<file path="config.mk">
export PLATFORM = sky130hd
export DESIGN_NAME = keypad_scanner
export DESIGN_NICKNAME = d
export VERILOG_FILES = /design/src/rtl/keypad_pkg.sv /design/src/rtl/sync_2ff.sv /design/src/rtl/keypad_scanner.sv
export SDC_FILE = /design/constraint.sdc
export NUM_CORES = 1
export LEC_CHECK = 0
export ABC_AREA = 1
export CORE_UTILIZATION = 30
export DETAILED_ROUTE_END_ITERATION = 10
export HOLD_SLACK_MARGIN = 0.1
export PLACE_DENSITY = 0.49
export SLEW_MARGIN = 20
export SYNTH_ARGS = -nofsm -noshare
export SYNTH_HDL_FRONTEND = slang
export SYNTH_HIERARCHICAL = 1
export SYNTH_SLANG_ARGS = --single-unit
export TNS_END_PERCENT = 100
</file>
<file path="constraint.sdc">
create_clock -name clk -period 2.3 [get_ports clk]
set_input_delay 0.46 -clock clk [delete_from_list [all_inputs] [get_ports clk]]
set_output_delay 0.46 -clock clk [all_outputs]
set_load 0.05 [all_outputs]
</file>
<file path="src/rtl/keypad_pkg.sv">
// Keypad types and key-code map shared by the scanner and the alarm/time control FSM.
package keypad_pkg;

    typedef enum logic [1:0] {
        SCAN     = 2'd0,
        DEBOUNCE = 2'd1,
        PRESSED  = 2'd2,
        RELEASE  = 2'd3
    } kp_state_t;

    localparam logic [3:0] KEY_A    = 4'hA;
    localparam logic [3:0] KEY_B    = 4'hB;
    localparam logic [3:0] KEY_C    = 4'hC;
    localparam logic [3:0] KEY_D    = 4'hD;
    localparam logic [3:0] KEY_STAR = 4'hE;
    localparam logic [3:0] KEY_HASH = 4'hF;

    // Physical layout: row0 = 1 2 3 A, row1 = 4 5 6 B, row2 = 7 8 9 C, row3 = * 0 # D
    function automatic logic [3:0] code(input logic [1:0] r, input logic [1:0] c);
        logic [3:0] k;
        k = 4'h0;
        case ({r, c})
            4'b00_00: k = 4'h1;
            4'b00_01: k = 4'h2;
            4'b00_10: k = 4'h3;
            4'b00_11: k = KEY_A;
            4'b01_00: k = 4'h4;
            4'b01_01: k = 4'h5;
            4'b01_10: k = 4'h6;
            4'b01_11: k = KEY_B;
            4'b10_00: k = 4'h7;
            4'b10_01: k = 4'h8;
            4'b10_10: k = 4'h9;
            4'b10_11: k = KEY_C;
            4'b11_00: k = KEY_STAR;
            4'b11_01: k = 4'h0;
            4'b11_10: k = KEY_HASH;
            default:  k = KEY_D;
        endcase
        return k;
    endfunction

    function automatic logic single_low(input logic [3:0] v);
        return ($countones(~v) == 1);
    endfunction

    function automatic logic [1:0] low_index(input logic [3:0] v);
        logic [1:0] idx;
        idx = '0;
        for (int unsigned i = 0; i < 4; i++) begin
            if (!v[i]) idx = i[1:0];
        end
        return idx;
    endfunction

endpackage

</file>
<file path="src/rtl/sync_2ff.sv">
// Two-flop synchroniser for asynchronous level inputs; resets to all-ones (idle pulled-up lines).
module sync_2ff #(
    parameter int unsigned WIDTH = 1
) (
    input  logic             i_clk,
    input  logic             i_rst_n,
    input  logic [WIDTH-1:0] i_d,
    output logic [WIDTH-1:0] o_q
);

    logic [WIDTH-1:0] r_meta;
    logic [WIDTH-1:0] r_sync;

    always_ff @(posedge i_clk or negedge i_rst_n) begin
        if (!i_rst_n) begin
            r_meta <= '1;
            r_sync <= '1;
        end else begin
            r_meta <= i_d;
            r_sync <= r_meta;
        end
    end

    assign o_q = r_sync;

endmodule

</file>
<file path="src/rtl/keypad_scanner.sv">
// 4x4 matrix keypad scanner: column scan, row synchronise/debounce, one key_valid strobe per press.
module keypad_scanner
    import keypad_pkg::*;
#(
    parameter int unsigned SCAN_DIV        = 16,
    parameter int unsigned DEBOUNCE_CYCLES = 1000
) (
    input  logic       clk,
    input  logic       reset,
    input  logic [3:0] row_n,
    output logic [3:0] col_n,
    output logic [3:0] key,
    output logic       key_valid,
    output logic       key_held
);

    localparam int unsigned DW = $clog2(SCAN_DIV);
    localparam int unsigned BW = $clog2(DEBOUNCE_CYCLES);

    localparam logic [DW-1:0] DWELL_LAST = DW'(SCAN_DIV - 1);
    localparam logic [DW-1:0] DWELL_ONE  = DW'(1);
    localparam logic [BW-1:0] DEB_LAST   = BW'(DEBOUNCE_CYCLES - 1);
    localparam logic [BW-1:0] DEB_ONE    = BW'(1);

    kp_state_t      r_state;
    logic [1:0]     r_col;
    logic [3:0]     r_col_n;
    logic [DW-1:0]  r_dwell;
    logic [BW-1:0]  r_deb;
    logic [1:0]     r_row;
    logic [3:0]     r_key;
    logic           r_key_valid;
    logic           r_key_held;

    logic [3:0]     w_rs;
    logic           w_single;
    logic [1:0]     w_row_idx;
    logic           w_stable;
    logic           w_row_up;

    sync_2ff #(
        .WIDTH (4)
    ) u_row_sync (
        .i_clk   (clk),
        .i_rst_n (reset),
        .i_d     (row_n),
        .o_q     (w_rs)
    );

    assign w_single  = single_low(w_rs);
    assign w_row_idx = low_index(w_rs);
    assign w_stable  = (w_rs == ~(4'b0001 << r_row));
    assign w_row_up  = w_rs[r_row];

    always_ff @(posedge clk or negedge reset) begin
        if (!reset) begin
            r_state     <= SCAN;
            r_col       <= '0;
            r_col_n     <= 4'b1110;
            r_dwell     <= '0;
            r_deb       <= '0;
            r_row       <= '0;
            r_key       <= '0;
            r_key_valid <= 1'b0;
            r_key_held  <= 1'b0;
        end else begin
            r_key_valid <= 1'b0;
            case (r_state)
                SCAN: begin
                    if (r_dwell == DWELL_LAST) begin
                        r_dwell <= '0;
                        // Multi-row lows are treated as ghosting and never captured
                        if (w_single) begin
                            r_row   <= w_row_idx;
                            r_deb   <= DEB_ONE;
                            r_state <= DEBOUNCE;
                        end else begin
                            r_col   <= r_col + 2'd1;
                            r_col_n <= {r_col_n[2:0], r_col_n[3]};
                        end
                    end else begin
                        r_dwell <= r_dwell + DWELL_ONE;
                    end
                end
                DEBOUNCE: begin
                    if (w_stable && (r_deb == DEB_LAST)) begin
                        r_key       <= code(r_row, r_col);
                        r_key_valid <= 1'b1;
                        r_key_held  <= 1'b1;
                        r_deb       <= '0;
                        r_state     <= PRESSED;
                    end else if (w_stable) begin
                        r_deb <= r_deb + DEB_ONE;
                    end else begin
                        r_deb   <= '0;
                        r_col   <= r_col + 2'd1;
                        r_col_n <= {r_col_n[2:0], r_col_n[3]};
                        r_state <= SCAN;
                    end
                end
                PRESSED: begin
                    if (w_row_up) begin
                        r_deb   <= DEB_ONE;
                        r_state <= RELEASE;
                    end
                end
                RELEASE: begin
                    if (!w_row_up) begin
                        r_deb   <= '0;
                        r_state <= PRESSED;
                    end else if (r_deb == DEB_LAST) begin
                        r_deb      <= '0;
                        r_key_held <= 1'b0;
                        r_col      <= r_col + 2'd1;
                        r_col_n    <= {r_col_n[2:0], r_col_n[3]};
                        r_state    <= SCAN;
                    end else begin
                        r_deb <= r_deb + DEB_ONE;
                    end
                end
                default: r_state <= SCAN;
            endcase
        end
    end

    assign col_n     = r_col_n;
    assign key       = r_key;
    assign key_valid = r_key_valid;
    assign key_held  = r_key_held;

endmodule

</file>
Word level (Yosys, flattened, before mapping)
Memory sizes are Yosys's and may differ from the RTL's. A register that Yosys moved wholly into a read port is not among the register bits.
Cells that the tools add are included.
{ "word_totals": {"out_inout_bits": 10, "n_memories": 1, "romBits": 64, "latch_bits": 0, "ram_bits": 0, "wordCells": 92, "regBits": 34, "in_bits": 6} }
{ "op_classes": {"n_eq_ne": 18, "add_sub_neg": 6, "n_shift": 1, "reduce_logical": 11, "n_lt_le_gt_ge": 1, "multipliers": 0, "n_div": 0, "bitwise": 2, "n_mux": 42} }
{ "mem_list": {"columns": ["memory", "words", "word_bits", "read_ports", "rd_ports_with_merged_regs", "write_ports", "line", "text"], "rows": [
  ["(no name shown)", 16, 4, 1, 1, 0, "keypad_pkg.sv:22", "case ({r, c})"]
]} }
{ "op_table": {"columns": ["cell", "n"], "rows": [
  ["$mux W10", 7],
  ["$pmux W10 S4", 1],
  ["$mux W2", 15],
  ["$mux W4", 7],
  ["$ne A2 B2 Y1 const B", 9],
  ["$pmux W4 S3", 1],
  ["$add A10 B1 Y10 const B", 1],
  ["$eq A10 B10 Y1 const B", 1],
  ["$not A4 Y4", 2],
  ["$pmux W2 S4", 1],
  ["$mux W1", 7],
  ["$reduce_and A7 Y1", 1],
  ["$ne A3 B3 Y1 const B", 2],
  ["$pmux W2 S3", 1],
  ["$reduce_and A3 Y1", 2],
  ["$reduce_and A5 Y1", 1],
  ["$add A1 B1 Y2", 2],
  ["$add A4 B1 Y4 const B", 1],
  ["$eq A2 B2 Y1 const B", 2],
  ["$eq A4 B4 Y1", 1],
  ["$eq A4 B4 Y1 const B", 1],
  ["$reduce_and A4 Y1", 1],
  ["$shl A1 B2 Y4 const A", 1],
  ["$add A2 B2 Y3", 1],
  ["other kinds (12)", 12]
]} }

Logic depth before layout (Yosys ltp)
{ "logic_depth": {"word_depth": 7, "mapped_depth": 13, "ltp_nobuf": 13} }

Hierarchy
Netlist, hierarchy kept.
{ "modules_own_cells": {"columns": ["mod", "area_per_inst_um2", "cells_per_inst", "seq_area_each_um2", "n_inst"], "rows": [
  ["keypad_scanner", 2079.5, 279, 754.5, 1],
  ["sync_2ff", 210.2, 8, 210.2, 1]
]} }

Worst setup path after synthesis
OpenSTA, ideal clock, no wires.
{ "synth_path": {"path_type": "register to register", "start": "register u_row_sync.r_sync[1], in the netlist u_row_sync/o_q[1]", "end": "register r_state[1]", "n_path_buf": 0, "path_stages_with_launch": 12, "setup_slack_ps": 47, "setup_ps": 122, "arrival_ps": 2131, "required_time_ps": 2178, "period_less_slack_ps": 2253, "cell_sequence": "dfstp_2 -> fa_1 -> inv_1 -> ha_1 -> ha_1 -> nand3b_1 -> o21ai_2 -> nand2_4 -> clkinv_2 -> nand3_4 -> nand2_1 -> o21ai_1"} }
{ "synth_between": {"elab_chain_cells": 6, "word_cells_on_any_way": 16, "classes_between": "2 x add/sub; 6 x eq/ne; 5 x mux; 1 x bitwise; 2 x reduce/logical"} }
{ "synth_lines": {"columns": ["item", "line", "text"], "rows": [
  ["start: declaration", "sync_2ff.sv:12", "logic [WIDTH-1:0] r_sync;"],
  ["start signal: assignment", "sync_2ff.sv:20", "r_sync <= r_meta;"],
  ["$not A4 Y4", "keypad_pkg.sv:44", "return ($countones(~v) == 1);"],
  ["$add A1 B1 Y2 (not written as such)", "keypad_pkg.sv:44", null],
  ["$add A2 B2 Y3 (not written as such)", "keypad_pkg.sv:44", null],
  ["$eq A3 B1 Y1", "keypad_pkg.sv:44", null],
  ["$ne A2 B2 Y1 (no line)", null, null],
  ["$reduce_and A5 Y1 (no line)", null, null],
  ["end signal: assignment", "keypad_scanner.sv:57", "r_state <= SCAN;"],
  ["end signal: assignment", "keypad_scanner.sv:76", "r_state <= DEBOUNCE;"],
  ["end signal: assignment", "keypad_scanner.sv:91", "r_state <= PRESSED;"],
  ["end: declaration", "keypad_scanner.sv:25", "kp_state_t r_state;"]
]} }
Parallel ways exist; a longest one is shown, timed or not. The select of a mux whose other input is x is not followed.
A chain may end at the register's enable or synchronous reset.

Final worst setup path
Ends and elaborated chain as after synthesis.

==> impl_metrics.tcl <==
set metrics [dict create \
    status "finished with violations" \
    violations "setup timing" \
    pre_cts_slack_ps -109 \
    critPathTopFamily "adder cells" \
    globalplace.congestion 0.818 \
    p_comb_share_pct 39.9 \
    vias 1841 \
    core_sq_um 7330 \
    leakage_uw 0.00131 \
    ys_seq_area_share_pct 42.1 \
    clock_sinks 38 \
    cts_tree "yes" \
    synth_nets 307 \
    rows 31 \
    first_iter_violations 106 \
    r2r_cells 11 \
    gr-usage-all-layers_pct 13.5 \
    cts_made_buffers 5 \
    clockBufferDepth 2 \
    cp_max_fo 8 \
    firstDrtPassIters 4 \
    fin_util_pct 38.0 \
    async_reset_ff_share_pct 100 \
    synth_flop_cell "dfrtp_1" \
    cp_slowest_stage_delay_ps 550 \
    finalClockSkew_ps 3.69 \
    crit_chain "fa_1, inv_1, ha_2, ha_4, nand3b_1, o21ai_2, nand2_4, inv_8, nand3_4, nand2_1, o21ai_1" \
    seqPwrFrac_pct 36.5 \
    fmax_mhz 416 \
    grt_pass1_vias 1737 \
    final_common_cell "nand2_1" \
    syn_area_sq_um 2290 \
    tightestPinTransition_ps 833 \
    syn_avg_cell_area_sq_um 7.98 \
    synth_area_leaders "dfrtp_1 (30%), nand2_1 (13%), dfstp_2 (13%)" \
    ff2ff_setup_slack_ps -100 \
    setup_slack_ps -104 \
    cp.arrival_ps 2580 \
    syn_inst 287 \
    yosys_warnings 6 \
    ys_seq_elements 38 \
    place_inst 404 \
    slew_viol_final 0 \
    ir_drop_mv 0.410 \
    wirelength_um 4680 \
    dp_hpwl_um 3520 \
    crit_buf_inv 2 \
    hold_class "input port to async pin" \
    die_area_sq_um 7990 \
    cp-start-kind "register" \
    wire_per_inst_um 11.3 \
    layoutNonFillerInstCount 413 \
    final_nets 333 \
    cp.depth 11 \
    crit_slowest_cell "dfstp_2" \
    rsz0062_at_grt "yes" \
    relSlewSlack_pct 44.4 \
    clk_latency_ps 290 \
    htreeDepth 2 \
    power_switching_uw 1030 \
    hold_viol 0 \
    final-setup-viol-count 12 \
    port_buffers 15 \
    min_period_ps 2400 \
    ys_types 33 \
    grt_max_degree 39 \
    grt_pass1_wl_um 8180 \
    area_delta_synth_final_pct 21.6 \
    synth_top_cell_by_area "dfrtp_1" \
    cp_data_required_time_ps 2480 \
    n_antenna_cell 0 \
    clk_pin_slew_ps 80 \
    route.detailed.drc 0 \
    synth_edf_count 0 \
    die_width_um 89.4 \
    antenna_found_initial 0 \
    viasPerCell 4.46 \
    drv_cap 0 \
    synth_top_area_share_pct 29.5 \
    die-height_um 89.4 \
    start_util_pct 31.2 \
    worstSetupPathType "register to register" \
    drtAntennaViolNets 0 \
    clock-root-buffer "clkbuf_8" \
    drive_gt1_share_pct 21.3 \
    final_cell_mix "nand2_1 (80), inv_1 (28), dfrtp_1 (27)" \
    p_int_uw 1490 \
    clockPowerShare_pct 23.6 \
    crit_path_end_kind "register" \
    swShare_pct 40.9 \
    power-per-cell-area_nw_per_um2 904 \
    finalCritPeriodShare_pct 105 \
    ios 16 \
    gr-total-overflow 0 \
]
-- power groups by stage --
stage	clock network [uW]	logic, uW	registers, uW
after floorplan	0	770	863
after global placement	0	928	932
after detailed placement	0	938	930
after CTS	625	948	919
after global routing	651	1160	939
final	592	1000	919
-- path summary, 6_finish.rpt --
check                                     startpoint                end
worst max-delay path               u_row_sync/o_q[1]         r_state[1]
worst min-delay path                           reset         r_dwell[0]
worst max register to register     u_row_sync/o_q[1]         r_state[1]
worst min register to register  u_row_sync/r_meta[3]  u_row_sync/o_q[3]
max in group asynchronous                      reset           r_deb[4]
min in group clk                u_row_sync/r_meta[3]  u_row_sync/o_q[3]
-- registers in the layout, indices dropped and copies added (netlist names) --
register           cells
r_col                  2
key_valid              1
key_held               1
r_state                2
u_row_sync/r_meta      4
col_n                  4
r_deb                 10
key                    4
r_dwell                4
u_row_sync/o_q         4
r_row                  2
-- through the flow --
step	setup TNS (ps)	instance area (sq um)	total power, uW	hold slack, ps
floorplan	0	2290	1630	164
global placement	-180	2580	1860	346
detailed placement	-934	2580	1870	347
CTS	-754	2720	2490	307
global route	-2810	2780	2750	351
finish	-700	2780	2520	270
-- cell type report --
class / instances / area [sq um]
clock buffer: 7 / 119
clock inverter: 1 / 8.76
fill: 765 / 4550
inverter: 35 / 145
multi-input combinational: 211 / 1220
sequential: 38 / 965
tap: 99 / 124
timing repair buffer: 22 / 201
-- synthesized netlist by cell type (2+ instances only) --
| library cell | instances |
|---|---|
| nand2_1 | 82 |
| inv_1 | 29 |
| dfrtp_1 | 27 |
| nor2_1 | 27 |
| nand3_1 | 25 |
| ha_1 | 13 |
| dfstp_2 | 11 |
| o21ai_0 | 10 |
| nand4_1 | 9 |
| a21oi_1 | 7 |
| nand2_2 | 7 |
| o21ai_1 | 5 |
| nand3_2 | 4 |
| xor2_1 | 4 |
| inv_2 | 3 |
| buf_6 | 2 |
| clkinv_2 | 2 |
| nand2_4 | 2 |
| nand3_4 | 2 |
| nor3_1 | 2 |
| o21bai_1 | 2 |
-- per-layer routing --
layer | routed length, um | track usage (%) | up-vias
li1 | - | - | 976
met1 | 2420 | 18.4 | 839
met2 | 2070 | 21.0 | 21
met3 | 115 | 2.86 | 5
met4 | 74 | 5.48 | 0
met5 | 0 | 0 | -
-- kinds of logic after synthesis --
logic type	share of synthesized area (%)
simple gates	34.2
fa+ha+maj	7.98
compound gates	6.99
buf+inv	7.16
xor+xnor	1.53
flops	42.1
-- what timing repair did --
| item | in CTS | in global routing |
|---|---|---|
| setup endpoints to repair | 12 | 18 |
| buffers inserted | 0 | 1 |
| gates cloned | 0 | 0 |
| pin swaps | 0 | 4 |
| gates resized for setup | 3 | 15 |
| hold buffers | 0 | 0 |
No activity file was read; power rests on OpenSTA's default activity.
